File: config.mk
export PLATFORM = sky130hd
export DESIGN_NAME = out_port_arb_ctrl_flat
export DESIGN_NICKNAME = d
export VERILOG_FILES = /design/src/rtl/out_port_arb_ctrl_if.sv /design/src/rtl/out_port_arb_ctrl.sv /design/src/flat_wrapper.sv
export SDC_FILE = /design/constraint.sdc
export NUM_CORES = 1
export LEC_CHECK = 0
export CAP_MARGIN = 20
export CORE_MARGIN = 1.5
export CORE_UTILIZATION = 33
export CTS_CLUSTER_DIAMETER = 100
export DETAILED_ROUTE_END_ITERATION = 6
export GPL_TIMING_DRIVEN = 1
export PLACE_DENSITY = 0.93
export SKIP_CTS_REPAIR_TIMING = 1
export SLEW_MARGIN = 20
export SYNTH_ARGS = -nofsm -noshare
export SYNTH_HDL_FRONTEND = slang
export SYNTH_SLANG_ARGS = --single-unit
export TNS_END_PERCENT = 30
File: constraint.sdc
create_clock -name clk -period 3.7 [get_ports clk]
set_input_delay 0.74 -clock clk [delete_from_list [all_inputs] [get_ports clk]]
set_output_delay 0.74 -clock clk [all_outputs]
set_load 0.1 [all_outputs]
File: src/rtl/out_port_arb_ctrl_if.sv
// Shared transaction type and the arbiter's request/link bundle.
// master = arbiter side, slave = FIFO/link side.
package router_pkg;
   typedef struct packed {
      logic [3:0]  dest;
      logic [31:0] data;
   } t_tile_trans;
endpackage

interface out_port_arb_ctrl_if;
   import router_pkg::*;

   logic [3:0]        valid_req;
   t_tile_trans [0:3] req;
   logic [3:0]        req_ready;
   logic              credit_return;
   logic              out_valid;
   t_tile_trans       out_req;

   modport master (
      input  valid_req, req, credit_return,
      output req_ready, out_valid, out_req
   );

   modport slave (
      output valid_req, req, credit_return,
      input  req_ready, out_valid, out_req
   );
endinterface

File: src/rtl/out_port_arb_ctrl.sv
// Credit-based round-robin arbiter for one router output port (4 requesters).
// Optional per-requester grant statistics under ROUTER_ARB_STATS_EN.
`ifdef ROUTER_ARB_STATS_EN
module out_port_arb_grant_cnt (
   input  logic        clk,
   input  logic        rst,
   input  logic        inc,
   output logic [15:0] cnt
);
   always_ff @(posedge clk) begin
      if (rst)                        cnt <= '0;
      else if (inc && cnt != 16'hFFFF) cnt <= cnt + 16'd1;
   end
endmodule
`endif

module out_port_arb_ctrl
   import router_pkg::*;
#(
   parameter int NUM_CREDITS = 4,
   parameter int CNT_W       = $clog2(NUM_CREDITS + 1)
) (
   input  logic                 clk,
   input  logic                 rst,
   out_port_arb_ctrl_if.master  link,
   output logic [CNT_W-1:0]     credit_cnt,
   output logic                 credit_err,
   output logic [0:3][15:0]     grant_cnt
);
   typedef enum logic {SEND, STALL} state_t;

   state_t           state_q, state_d;
   logic [1:0]       rr_ptr;
   logic [1:0]       winner;
   logic             found;
   logic             grant;
   logic [3:0]       pop;
   logic [CNT_W-1:0] cnt_d;
   logic             err_set;

   // Rotating priority search starting at rr_ptr.
   always_comb begin
      logic [1:0] idx;
      idx    = '0;
      found  = 1'b0;
      winner = '0;
      for (int k = 0; k < 4; k++) begin
         idx = rr_ptr + 2'(k);
         if (!found && link.valid_req[idx]) begin
            found  = 1'b1;
            winner = idx;
         end
      end
   end

   assign grant          = (state_q == SEND) && (credit_cnt != '0) && found;
   assign pop            = grant ? (4'b0001 << winner) : 4'b0000;
   assign link.req_ready = pop;

   // Credit next-value; a simultaneous grant and return cancel out.
   always_comb begin
      cnt_d   = credit_cnt;
      err_set = 1'b0;
      case ({grant, link.credit_return})
         2'b10: cnt_d = credit_cnt - CNT_W'(1);
         2'b01: begin
            if (credit_cnt == CNT_W'(NUM_CREDITS)) err_set = 1'b1;
            else                                   cnt_d   = credit_cnt + CNT_W'(1);
         end
         default: ;
      endcase
   end

   // State follows the next credit value, so a return seen in STALL
   // reopens the port on the very next cycle.
   always_comb begin
      state_d = state_q;
      case (state_q)
         SEND:    if (cnt_d == '0) state_d = STALL;
         STALL:   if (cnt_d != '0) state_d = SEND;
         default: state_d = SEND;
      endcase
   end

   always_ff @(posedge clk) begin
      if (rst) begin
         state_q        <= SEND;
         rr_ptr         <= '0;
         credit_cnt     <= CNT_W'(NUM_CREDITS);
         credit_err     <= 1'b0;
         link.out_valid <= 1'b0;
         link.out_req   <= '0;
      end else begin
         state_q        <= state_d;
         credit_cnt     <= cnt_d;
         link.out_valid <= grant;
         if (err_set) credit_err <= 1'b1;
         if (grant) begin
            link.out_req <= link.req[winner];
            rr_ptr       <= winner + 2'd1;
         end
      end
   end

`ifdef ROUTER_ARB_STATS_EN
   for (genvar i = 0; i < 4; i++) begin : g_stat
      out_port_arb_grant_cnt u_cnt (
         .clk (clk),
         .rst (rst),
         .inc (pop[i]),
         .cnt (grant_cnt[i])
      );
   end
`else
   assign grant_cnt = '0;
`endif

endmodule
File: src/flat_wrapper.sv
// flat-port wrapper written by rule: the top's interface ports become plain ports
module out_port_arb_ctrl_flat import router_pkg::*;
#(
   parameter int NUM_CREDITS = 4,
   parameter int CNT_W       = $clog2(NUM_CREDITS + 1)
)
  (clk, rst, credit_cnt, credit_err, grant_cnt, link_valid_req, link_req, link_credit_return, link_req_ready, link_out_valid, link_out_req);
  out_port_arb_ctrl_if link_i ();
  input  logic clk;
  input  logic rst;
  output logic [CNT_W-1:0] credit_cnt;
  output logic credit_err;
  output logic [0:3][15:0] grant_cnt;
  input wire logic [$bits(link_i.valid_req)-1:0] link_valid_req;
  input wire logic [$bits(link_i.req)-1:0] link_req;
  input wire logic [$bits(link_i.credit_return)-1:0] link_credit_return;
  output wire logic [$bits(link_i.req_ready)-1:0] link_req_ready;
  output wire logic [$bits(link_i.out_valid)-1:0] link_out_valid;
  output wire logic [$bits(link_i.out_req)-1:0] link_out_req;
  assign link_i.valid_req = link_valid_req;
  assign link_i.req = link_req;
  assign link_i.credit_return = link_credit_return;
  assign link_req_ready = link_i.req_ready;
  assign link_out_valid = link_i.out_valid;
  assign link_out_req = link_i.out_req;
  out_port_arb_ctrl #(.NUM_CREDITS(NUM_CREDITS), .CNT_W(CNT_W)) u_core (.clk(clk), .rst(rst), .link(link_i), .credit_cnt(credit_cnt), .credit_err(credit_err), .grant_cnt(grant_cnt));
endmodule
==> metrics.csv, run 1 <==
metric,value,unit
finalHoldViolCount,0,
r2r_slack,830,ps
drive_above_1_share,0.0461,
power-per-cell-area,956,nW/um^2
worstSkewPairLatency,290,ps
fin_util,0.545,
fin_nets,680,
dp_slack,398,ps
grt_first_pass_wirelength,14300,um
finalWorstSetupSlack,386,ps
arrival,2570,ps
grt_usage,0.176,
route.detailed.wl_per_inst,14.9,um
grtUsageMet1,0.191,
rr_worst_depth,10,
fp.dieW,101,um
fp.dieH,101,um
min_path_cells,2,
synth_edf_count,0,
grt_max_degree,42,
cts_tree,done,
status,"finished, final reports clean",
coreArea,9280,sq um
drt_iter0_markers,51,
startpoint_type,primary input,
start_util,0.344,
hold_ws,465,ps
cts_buffer_depth,2,
grt_pass1_vias,3015,
yosysUniqueCellTypes,36,
worst_r2r_endpoint,u_core.state_q$_SDFF_PP0_,
yosysWarnings,0,
mappedNetlistArea,3190,sq um
ant_nets,0,
crit_type,in -> out,
finalClockSkew,2.80,ps
setup_violations,0,
dr_total_vias,3046,
htreeDepth,2,
hp-class,reg -> reg,
num_rows,35,
placed_cells,642,
min_period_over_period,0.896,
cts_buffers,5,
diodes,0,
dp_hpwl,7870,um
drc_errors,0,
postPlaceCellArea,4970,sq um
cp-end-kind,output port,
totalWireLength,9680,um
grt-busiest-layer,met2,
postSynthAreaPerCell,9.55,sq um
finalInstanceArea,5060,sq um
avgViaCountPerCell,4.69,
r2r_start,u_core.credit_cnt[0]$_SDFF_PP0_,
crit_required,2960,ps
min_from,u_core.link.out_req[0]$_SDFFE_PP0P_,
finalNonFillerCells,650,
total_power,4.83,mW
cts_sinks,44,
syn_to_final_growth,58.6,%
leakage,2.06,nW
ys_ff_latch,44,
firstDrtPassIters,4,
slew_violations,0,
use_met3,0.0393,
slew-limit-headroom,0.321,
antenna_found_initial,0,
maxCapViolCount,0,
async_flop_share,0,
cts_root_buf,clkbuf_8,
syn_inst,334,
synth_flop_cell,dfxtp_1,
timing.fmax,0.302,GHz
finalCriticalPeriod,3310,ps
grtUsageMet2,0.335,
path_clk_slew,80,ps
peakVddDrop,0.600,mV
holdPathEnd,u_core.link.out_req[0]$_SDFFE_PP0P_,
finalSetupTns,0,ps
rsz0062_at_grt,false,
cp_max_fo,6,
dieArea,10300,sq um
port-buffer-count,195,
routabilityCongestion,0.869,
overflow,0,
yosysSeqAreaShare,0.276,
tightest_slew,1020,ps
num_io_pins,260,
-- placed cells by master, fill, tap and decap left out, drive strengths merged --
cell type and n:
conb 64, nor3 2, nor3b 1, a2111oi 1, a31oi 1, clkdlybuf4s50 191, a22oi 1, a211o 1
mux2i 73, nor4 2, nand2 37, nor2b 2, nor2 7, o22ai 1, buf 10, dfxtp 44
a21o 1, a221o 2, ha 9, nand2b 4, o22a 1, inv 9, a31o 1, a21oi 3
clkbuf 8, o221ai 36, a211oi 4, and2 4, and2b 1
-- layout make-up --
type | count | area, sq um
inverter | 9 | 33.8
multi-input combinational | 259 | 1840
clock buffer | 8 | 90.1
sequential | 44 | 881
timing repair buffer | 201 | 2050
fill | 846 | 4230
tap | 129 | 161
-- routing by layer --
metal  vias up  routed length (um)
met1      1445                3600
met3        18                 637
li1       1445                   -
met2       138                5230
met5         -                   0
met4         0                 211
-- cell families after synthesis --
family | Yosys count | synth area share
other | 1 | 0.00118
AND/OR/NAND/NOR | 60 | 0.0902
AO/OA/AOI/OAI | 53 | 0.145
adder cells (fa/ha/maj) | 9 | 0.0353
flip-flops | 44 | 0.276
multiplexers | 73 | 0.229
buffers and inverters | 94 | 0.223
-- sequential cells by signal, indices dropped and copies added, names as in the netlist --
| name | cells |
|---|---|
| u_core.state_q | 1 |
| u_core.rr_ptr | 2 |
| u_core.link.out_req | 36 |
| u_core.link.out_valid | 1 |
| u_core.credit_cnt | 3 |
| u_core.credit_err | 1 |
-- worst max path at each step --
stage | start | to
2_1_floorplan | u_core.credit_cnt[0]$_SDFF_PP0_ | link_req_ready[0]
3_3_place_gp | link_valid_req[1] | link_req_ready[2]
3_5_place_dp | link_valid_req[1] | link_req_ready[2]
4_1_cts | link_valid_req[1] | link_req_ready[2]
5_1_grt | link_valid_req[1] | link_req_ready[2]
6_report | link_valid_req[1] | link_req_ready[2]
-- synth_stat cells, types with 5 or more instances --
library cell  count  area (sq um)
buf_4            64           480
dfxtp_1          44           881
inv_1             9          33.8
buf_8             5          75.1
nor2_1            6          22.5
mux2i_1          73           731
o221ai_1         36           315
buf_2             5          25.0
nand2_1          36           135
ha_1              9           113
-- worst max-delay path, cell delays in order --
cell,delay [ps]
clkdlybuf4s50_1,550
nand2b_1,130
a21oi_1,90
a211oi_4,390
inv_1,120
ha_1,220
and2_1,160
buf_12,170
-- power breakdown --
part	total [mW]	internal, mW	switching (mW)	leakage [nW]
sequential	0.853	0.700	0.153	0.364
combinational	3.66	1.01	2.65	1.65
clock	0.316	0.153	0.164	0.0455
No activity file was read; power rests on OpenSTA's default activity.
==> inputs of run 2 (changes only) <==
TNS_END_PERCENT = 5   (was 30)
==> results of run 2 <==
Same layout as run 1: the final DEF is identical, and so are final timing and power.
